===== src/rtl/sync_fifo_param.sv =====
// sync_fifo_param: parameterised synchronous FIFO with occupancy flags; define SYNC_FIFO_FWFT_EN for first-word-fall-through
module sync_fifo_param #(
    parameter int DATA_WIDTH = 8,
    parameter int DEPTH      = 32,
    parameter int AF_THRESH  = DEPTH - 4,
    parameter int AE_THRESH  = 4
) (
    input  logic                    clk,
    input  logic                    rst,
    input  logic                    clr,
    input  logic                    wr_en,
    input  logic                    rd_en,
    input  logic [DATA_WIDTH-1:0]   data_in,
    output logic [DATA_WIDTH-1:0]   data_out,
    output logic                    buf_empty,
    output logic                    buf_full,
    output logic                    almost_empty,
    output logic                    almost_full,
    output logic [$clog2(DEPTH):0]  counter,
    output logic                    overflow,
    output logic                    underflow
);
    localparam int AW = $clog2(DEPTH);
    localparam int CW = AW + 1;
    localparam logic [CW-1:0] FULL_LVL = CW'(DEPTH);
    localparam logic [CW-1:0] AF_LVL   = CW'(AF_THRESH);
    localparam logic [CW-1:0] AE_LVL   = CW'(AE_THRESH);

    logic [DATA_WIDTH-1:0] mem [DEPTH];
    logic [AW-1:0]         wr_ptr, rd_ptr;
    logic                  rd_acc, wr_acc;

    // flags decode from the registered count; a full FIFO still takes a write when a read frees a slot
    always_comb begin
        buf_empty    = counter == '0;
        buf_full     = counter == FULL_LVL;
        almost_empty = counter <= AE_LVL;
        almost_full  = counter >= AF_LVL;
        rd_acc       = rd_en && !buf_empty;
        wr_acc       = wr_en && (!buf_full || rd_acc);
    end

    // storage write; reset and flush leave contents alone but block new writes
    always_ff @(posedge clk)
        if (rst && !clr && wr_acc) mem[wr_ptr] <= data_in;

    // pointers, occupancy and sticky error flags; flush overrides any request
    always_ff @(posedge clk or negedge rst) begin
        if (!rst) begin
            wr_ptr    <= '0;
            rd_ptr    <= '0;
            counter   <= '0;
            overflow  <= 1'b0;
            underflow <= 1'b0;
        end else if (clr) begin
            wr_ptr    <= '0;
            rd_ptr    <= '0;
            counter   <= '0;
            overflow  <= 1'b0;
            underflow <= 1'b0;
        end else begin
            wr_ptr    <= wr_acc ? wr_ptr + AW'(1) : wr_ptr;
            rd_ptr    <= rd_acc ? rd_ptr + AW'(1) : rd_ptr;
            counter   <= counter + CW'(wr_acc) - CW'(rd_acc);
            overflow  <= overflow || (wr_en && buf_full && !rd_en);
            underflow <= underflow || (rd_en && buf_empty);
        end
    end

`ifdef SYNC_FIFO_FWFT_EN
    // head entry is visible as soon as it is present
    always_comb data_out = buf_empty ? '0 : mem[rd_ptr];
`else
    // registered read port: loads the head on an accepted read, holds otherwise
    always_ff @(posedge clk or negedge rst) begin
        if (!rst)        data_out <= '0;
        else if (clr)    data_out <= '0;
        else if (rd_acc) data_out <= mem[rd_ptr];
    end
`endif
endmodule

===== config.mk =====
export PLATFORM = sky130hd
export DESIGN_NAME = sync_fifo_param
export DESIGN_NICKNAME = d
export VERILOG_FILES = /design/src/rtl/sync_fifo_param.sv
export SDC_FILE = /design/constraint.sdc
export NUM_CORES = 1
export LEC_CHECK = 0
export BUFFER_PORTS_ARGS = -buffer_cell sky130_fd_sc_hd__buf_4
export CAP_MARGIN = 10
export CELL_PAD_IN_SITES_DETAIL_PLACEMENT = 0
export CELL_PAD_IN_SITES_GLOBAL_PLACEMENT = 1
export CORE_MARGIN = 2
export CORE_UTILIZATION = 54
export DETAILED_ROUTE_END_ITERATION = 8
export PLACE_DENSITY_LB_ADDON = 0.2
export SYNTH_ARGS = -nofsm -noshare
export SYNTH_HDL_FRONTEND = slang
export SYNTH_SLANG_ARGS = --single-unit

===== constraint.sdc =====
create_clock -name clk -period 2.84 [get_ports clk]
set_input_delay 0.142 -clock clk [delete_from_list [all_inputs] [get_ports clk]]
set_output_delay 0.142 -clock clk [all_outputs]
set_load 0.005 [all_outputs]

==> results of run 1 <==
## per-stage QoR
step	area, um^2	hold slack, ns	power [mW]	util [%]	setup WS (ns)
after floorplan	11510	-0.1536	6.309	-	0.1941
after global placement	12320	0.07233	6.976	58.80	0.3404
after detailed placement	12320	0.08152	7.022	58.80	0.2892
after CTS	13250	0.01779	10.54	63.23	0.2716
after global routing	13250	0.03165	10.86	63.23	0.08878
final	13250	0.02884	10.45	63.23	0.2542
## layer usage
metal  up-vias  wire [um]
li1       2609          -
met2       191      11170
met4         0        649
met3        43       1651
met5         -          0
met1      3064      10490
## power by group
part / internal (mW) / switching [mW] / total (mW) / leakage (nW)
clock: 2.04 / 1.48 / 3.52 / 0.440
sequential: 4.63 / 0.208 / 4.84 / 2.65
combinational: 1.11 / 0.970 / 2.08 / 1.32
## logic make-up (layout without fill, tap and decap cells)
kind of cell,count (synthesis),in the layout
AOI/OAI and AO/OA,59,59
DFF,282,282
and+or+nand+nor,108,108
buffers and inverters,39,146
muxes,91,91
xor gates and xnor gates,11,11
adders and majority gates,17,17
## final timing paths
path,startpoint,to,cells after the start
max,counter[4],data_out[4],8
min,data_in[5],mem[31][5],1
max reg2reg,counter[4],data_out[4],8
min reg2reg,underflow,underflow,2
max in group asynchronous,rst,rd_ptr[0],2
min in group asynchronous,rst,overflow,2
## final cells by class
type | count | area, um^2
clock buffer | 36 | 749.5
clock inverter | 14 | 130.1
fill | 1515 | 7705
inverter | 13 | 48.80
multi-input combinational | 286 | 2973
sequential | 282 | 8344
tap | 275 | 344.1
timing repair buffer | 83 | 660.6
## cell usage in the layout (no fill, tap or decap), types with 3 or more instances in the layout
cell type / instances
a21oi_1: 6
o21ai_0: 10
a22oi_1: 7
nand2_1: 22
buf_4: 76
inv_1: 13
nor2b_1: 3
dfrtp_1: 23
nand3b_1: 3
or3_1: 3
a32oi_1: 7
edfxtp_1: 256
mux4_2: 64
clkbuf_16: 27
clkinv_2: 9
a21boi_0: 7
xnor2_1: 6
nor2_1: 49
a31oi_1: 3
nand2b_1: 4
o22ai_1: 8
and2_1: 4
clkbuf_8: 4
mux2_2: 22
clkbuf_1: 5
mux2i_1: 5
ha_1: 16
xor2_1: 5
nand3_1: 9
dlygate4sd3_1: 5
## registers in the layout (all words and copies together) (netlist names)
register   cells
counter        6
data_out       8
mem          256
overflow       1
rd_ptr         5
underflow      1
wr_ptr         5
## worst max-delay path, stage by stage (launching register included)
cell and delay (ns):
dfrtp_1 0.37, inv_1 0.10, ha_1 0.26, nand4bb_2 0.12, inv_1 0.08, buf_4 0.15
nor3_1 0.88, a22oi_1 0.28, a32oi_1 0.26
## timing repair
action                     in CTS  in global routing
hold buffers                    5                  0
hold endpoints to repair       42                  0
setup endpoints to repair       0                  0
==> metrics.txt, run 1 <==
# IOs=33; Least-Margin Pin Slew=~1.1 ns; GRT Util Overall=between 20% and 30%; vias per cell=roughly 6; RSZ-0062 raised after global routing=no; final setup fails=0; Routed Antenna Nets=0; TritonRoute pass-1 iters=4; placed cell count=roughly 930; EDFF count, synth=approximately 260; Gates resized, CTS repair=0; Yosys reg bits=282; clk slew on worst S/H paths=0.07 ns; synth unique cells=between 40 and 50; Final #Nets=about 720; Max FO, Critical Path=7; DRT Wirelength=roughly 24 mm; Clock Skew=around 0.016 ns; core area=between 20000 and 25000 um^2; number of remaining DRC errors=0; clock root buffer=clkbuf_16; cell with the most instances after synthesis=edfxtp_1; Initial DRC Count=approximately 550; num rows=53; CP arrival=~3.0 ns; min Tclk post-route=roughly 2.6 ns; Area contributors post-synth=edfxtp_1 67%, mux4_2 13%, dfrtp_1 5.7%, mux2_2 2.2%, ha_1 1.7%; f_max=around 390 MHz; simple-gate portion of the synthesized area=between 4 and 5%; port buffer count=32; commonest cells in the netlist=256 x edfxtp_1, 64 x mux4_2, 49 x nor2_1; area grow syn2layout=15.13%; Peak supply drop=around 0.00050 V; gr busiest metal=met2; Synth top area share=roughly 67%; largest family of logic cells by synthesized area=multiplexers; TritonCTS clock tree=yes; Worst EP required=roughly 3.3 ns; mux cell area share after synthesis=15.11%; Hold/Removal Path Class=input port to register; pwr dens=slightly below 800 nW/um^2; Post-Synth Adder-Cell Area=between 1.5 and 2%; CTS Buffer Depth=3; Syn Area/Cell=18.96 um^2; Synth area leader=edfxtp_1; Final period util=between 90% and 100%; die width=150.0 um; normalized max-slew margin=25.03%; DR vias=~5900; GPL Wtd Cong=0.8773; Mapped Cells=607; Top FF cell, synth=edfxtp_1; Overflow after GRT=0; Sum Neg Setup Slack=0 ns; Max-Cap Viols=0; CTS buffer count=27; grt met2 use=about a third; Mapped Nets=637; WL/cell=~24 um; Post-CTS Setup Bufs=0; fraction of registers with async set/reset=9.220%; largest net degree at the start of global routing=34; static leakage=4.409 nW; CP endpoint kind=register; first-pass GRT wire length=between 30 and 40 mm; proportion of layout cells with a drive suffix above 1=between 30 and 40%; die area=approximately 22000 um^2; final hold violations=0; clk sink count=roughly 280; worst reg-to-reg setup slack=between 0.2 and 0.3 ns; initial antenna violation count=0; non-filler cells, final=~990; CP Launch Type=register; synthesized cell area=11510 um^2; vias in the first global route=6060; GR Util met3=~3.8%; H-tree levels=1; Post-Synth XOR/XNOR Area=less than 1%; Compound-Gate Fraction of Synth Area=around 3.5%; DP Wirelength=15.02 mm; clk_lat worst skew=between 0.5 and 0.6 ns; Starting Density=54.92%; critical setup path kind=register to register; Antenna Cells=0; sequential area share after synthesis=approximately 72%; met1 Use GR=between 30% and 40%; Die Y=around 150 um; Final Max Tran Viols=0; status=finished clean; YS warnings=0
Note: power is estimated with default switching activity, not from simulation.
==> run 2: changes to the inputs <==
--- a/config.mk
+++ b/config.mk
@@ -10,7 +10,7 @@
 export CELL_PAD_IN_SITES_DETAIL_PLACEMENT = 0
 export CELL_PAD_IN_SITES_GLOBAL_PLACEMENT = 1
 export CORE_MARGIN = 2
-export CORE_UTILIZATION = 54
+export CORE_UTILIZATION = 49
 export DETAILED_ROUTE_END_ITERATION = 8
 export PLACE_DENSITY_LB_ADDON = 0.2
 export SYNTH_ARGS = -nofsm -noshare
==> constraint.sdc (replaced) <==
create_clock -name clk -period 2.35 [get_ports clk]
set_input_delay 0.1175 -clock clk [delete_from_list [all_inputs] [get_ports clk]]
set_output_delay 0.1175 -clock clk [all_outputs]
set_load 0.005 [all_outputs]
==> run 2 against run 1 <==
  * Clock skew fell by 0.0022 ns
  * Largest power group unchanged
  * Non-clock buffer count grew 17
  * Sequential cell count stayed put
  * Clock power increased by 30%
  * Sequential power rose by 18%
  * Combinational power is 46% higher
  * Highest routed layer unchanged
  * Cell count grew 6.6%
  * Hold slack lost 0.0066 ns
==> metrics.txt, run 2 (synthesis gave the netlist of run 1 again) <==
status=finished clean; Overflow after GRT=0 (unchanged); WL/cell=23.58 um (-2.7%); Max FO, Critical Path=4 (-3); die area=24730 um^2 (+9.9%); RSZ-0062 raised after global routing=yes; Clock Skew=0.01384 ns (-0.002164 ns); vias per cell=5.630 (-5.7%); H-tree levels=1 (unchanged); fin util=58.60% (-4.6 points); GPL Wtd Cong=0.8356 (-4.8%); final setup fails=0 (unchanged); Sum Neg Setup Slack=0 ns (unchanged); Hold/Removal Path Class=input port to register; final hold violations=0 (unchanged); CTS Buffer Depth=3 (unchanged); proportion of layout cells with a drive suffix above 1=33.20% (+3.1 points); Die Y=157.3 um (+4.8%); number of remaining DRC errors=0 (unchanged); CP Launch Type=register; # IOs=33 (unchanged); f_max=446.5 MHz (+15%); port buffer count=32 (unchanged); normalized max-slew margin=45.52% (+20 points); pre-CTS setup slack=-0.06860 ns (-0.3578 ns); Antenna Cells=0 (unchanged); Final #Nets=742 (+2.6%); min Tclk post-route=2.240 ns (-0.3462 ns); static leakage=4.523 nW (+2.6%); CP endpoint kind=register; die width=157.3 um (+4.8%); most frequent cells in the layout=256 x edfxtp_1, 90 x buf_4, 64 x mux4_2, 48 x nor2_1, 29 x clkbuf_16; largest net degree at the start of global routing=48 (+41%); CTS buffer count=29 (+7.4%); TritonRoute pass-1 iters=4 (unchanged); initial antenna violation count=0 (unchanged); Final Total Pwr=13.33 mW (+28%); setup slack after layout=0.1104 ns (-0.1438 ns); clk slew on worst S/H paths=0.06 ns (about the same); area grow syn2layout=18.44%; DP Wirelength=15.69 mm (+4.5%); max reg flops=256 (unchanged); TritonCTS clock tree=yes; Starting Density=49.47% (-5.4 points); DRT Wirelength=24.85 mm (+3.7%); Top reg by flops=mem; Peak supply drop=0.0005976 V (+20%); GRT Util Overall=20.77% (-1.5 points); clk_lat worst skew=0.54 ns (about the same); Max-Cap Viols=0 (unchanged); Worst EP required=2.79 ns (-0.50 ns); Least-Margin Pin Slew=0.8154 ns (-0.3006 ns); Initial DRC Count=503 (-8.4%); DR vias=5934 (+0.46%); Final Max Tran Viols=0 (unchanged); clock root buffer=clkbuf_16; pwr dens=977.6 nW/um^2 (+24%); core area=23260 um^2 (+11%); Routed Antenna Nets=0 (unchanged); largest registers=mem: 256 flops, data_out: 8 flops, counter: 6 flops; Final period util=95.30% (+4.3 points); most common cell after layout, fill and taps aside=edfxtp_1; critical setup path kind=register to register; clk sink count=282 (unchanged); num rows=56 (+5.7%); vias in the first global route=6084 (+0.40%); first-pass GRT wire length=37.78 mm (+3.8%); CP arrival=2.68 ns (-0.35 ns)
==> run 2: cell type report <==
class	instances	area [um^2]
Multi-Input combinational cell	286	3058
Clock inverter	21	211.5
Timing Repair Buffer	100	825.8
Sequential cell	282	8344
Clock buffer	33	740.7
Tap cell	319	399.1
Fill cell	1745	9632
Inverter	13	51.30
==> run 2: final timing paths <==
kind                             from    endpoint  slack [ns]  cells after the start
max                        counter[4]  counter[5]        0.11                     10
min                        data_in[7]  mem[22][7]        0.02                      1
max reg2reg                counter[4]  counter[5]        0.11                     10
min reg2reg                  overflow    overflow        0.51                      2
max in group asynchronous         rst   rd_ptr[0]        1.91                      3
min in group asynchronous         rst    overflow        0.15                      3
==> run 2: report_power, final <==
part	internal (mW)	total (mW)	switching [mW]	leakage (nW)
clock	2.70	4.56	1.86	0.460
sequential	5.60	5.73	0.130	2.65
combinational	1.59	3.03	1.43	1.42
==> run 2: critical path: stages, from the launching register on <==
cell,delay (ns)
dfrtp_1,0.36
inv_2,0.07
ha_4,0.18
nand4bb_4,0.11
inv_4,0.05
or3_4,0.36
ha_1,0.29
a21o_1,0.16
a21o_1,0.19
a211o_1,0.30
o311ai_1,0.08
==> run 2: metrics by stage <==
stage | instance area (um^2) | instances | hold WS (ns)
global placement | 12550 | 988 | 0.1678
detailed placement | 12550 | 988 | 0.1702
CTS | 13560 | 1047 | 0.01800
finish | 13630 | 1054 | 0.02221
floorplan | 11570 | 607 | -0.1781
global route | 13630 | 1054 | 0.02219
==> run 2: timing repair <==
item                       4_1_cts  5_1_grt
gates resized for setup          2        6
hold buffers                     5        0
pin swaps                        0        4
buffers inserted                 0        7
setup endpoints to repair        1        3
hold endpoints to repair        37        0
==> run 2: routing by layer <==
layer  global-route usage (%)  wire, um  up-vias
li1                         -         -     2656
met1                    31.34     11250     3069
met2                    32.79     11930      178
met3                    2.753      1294       31
met4                    4.545       382        0
met5                        0         0        -
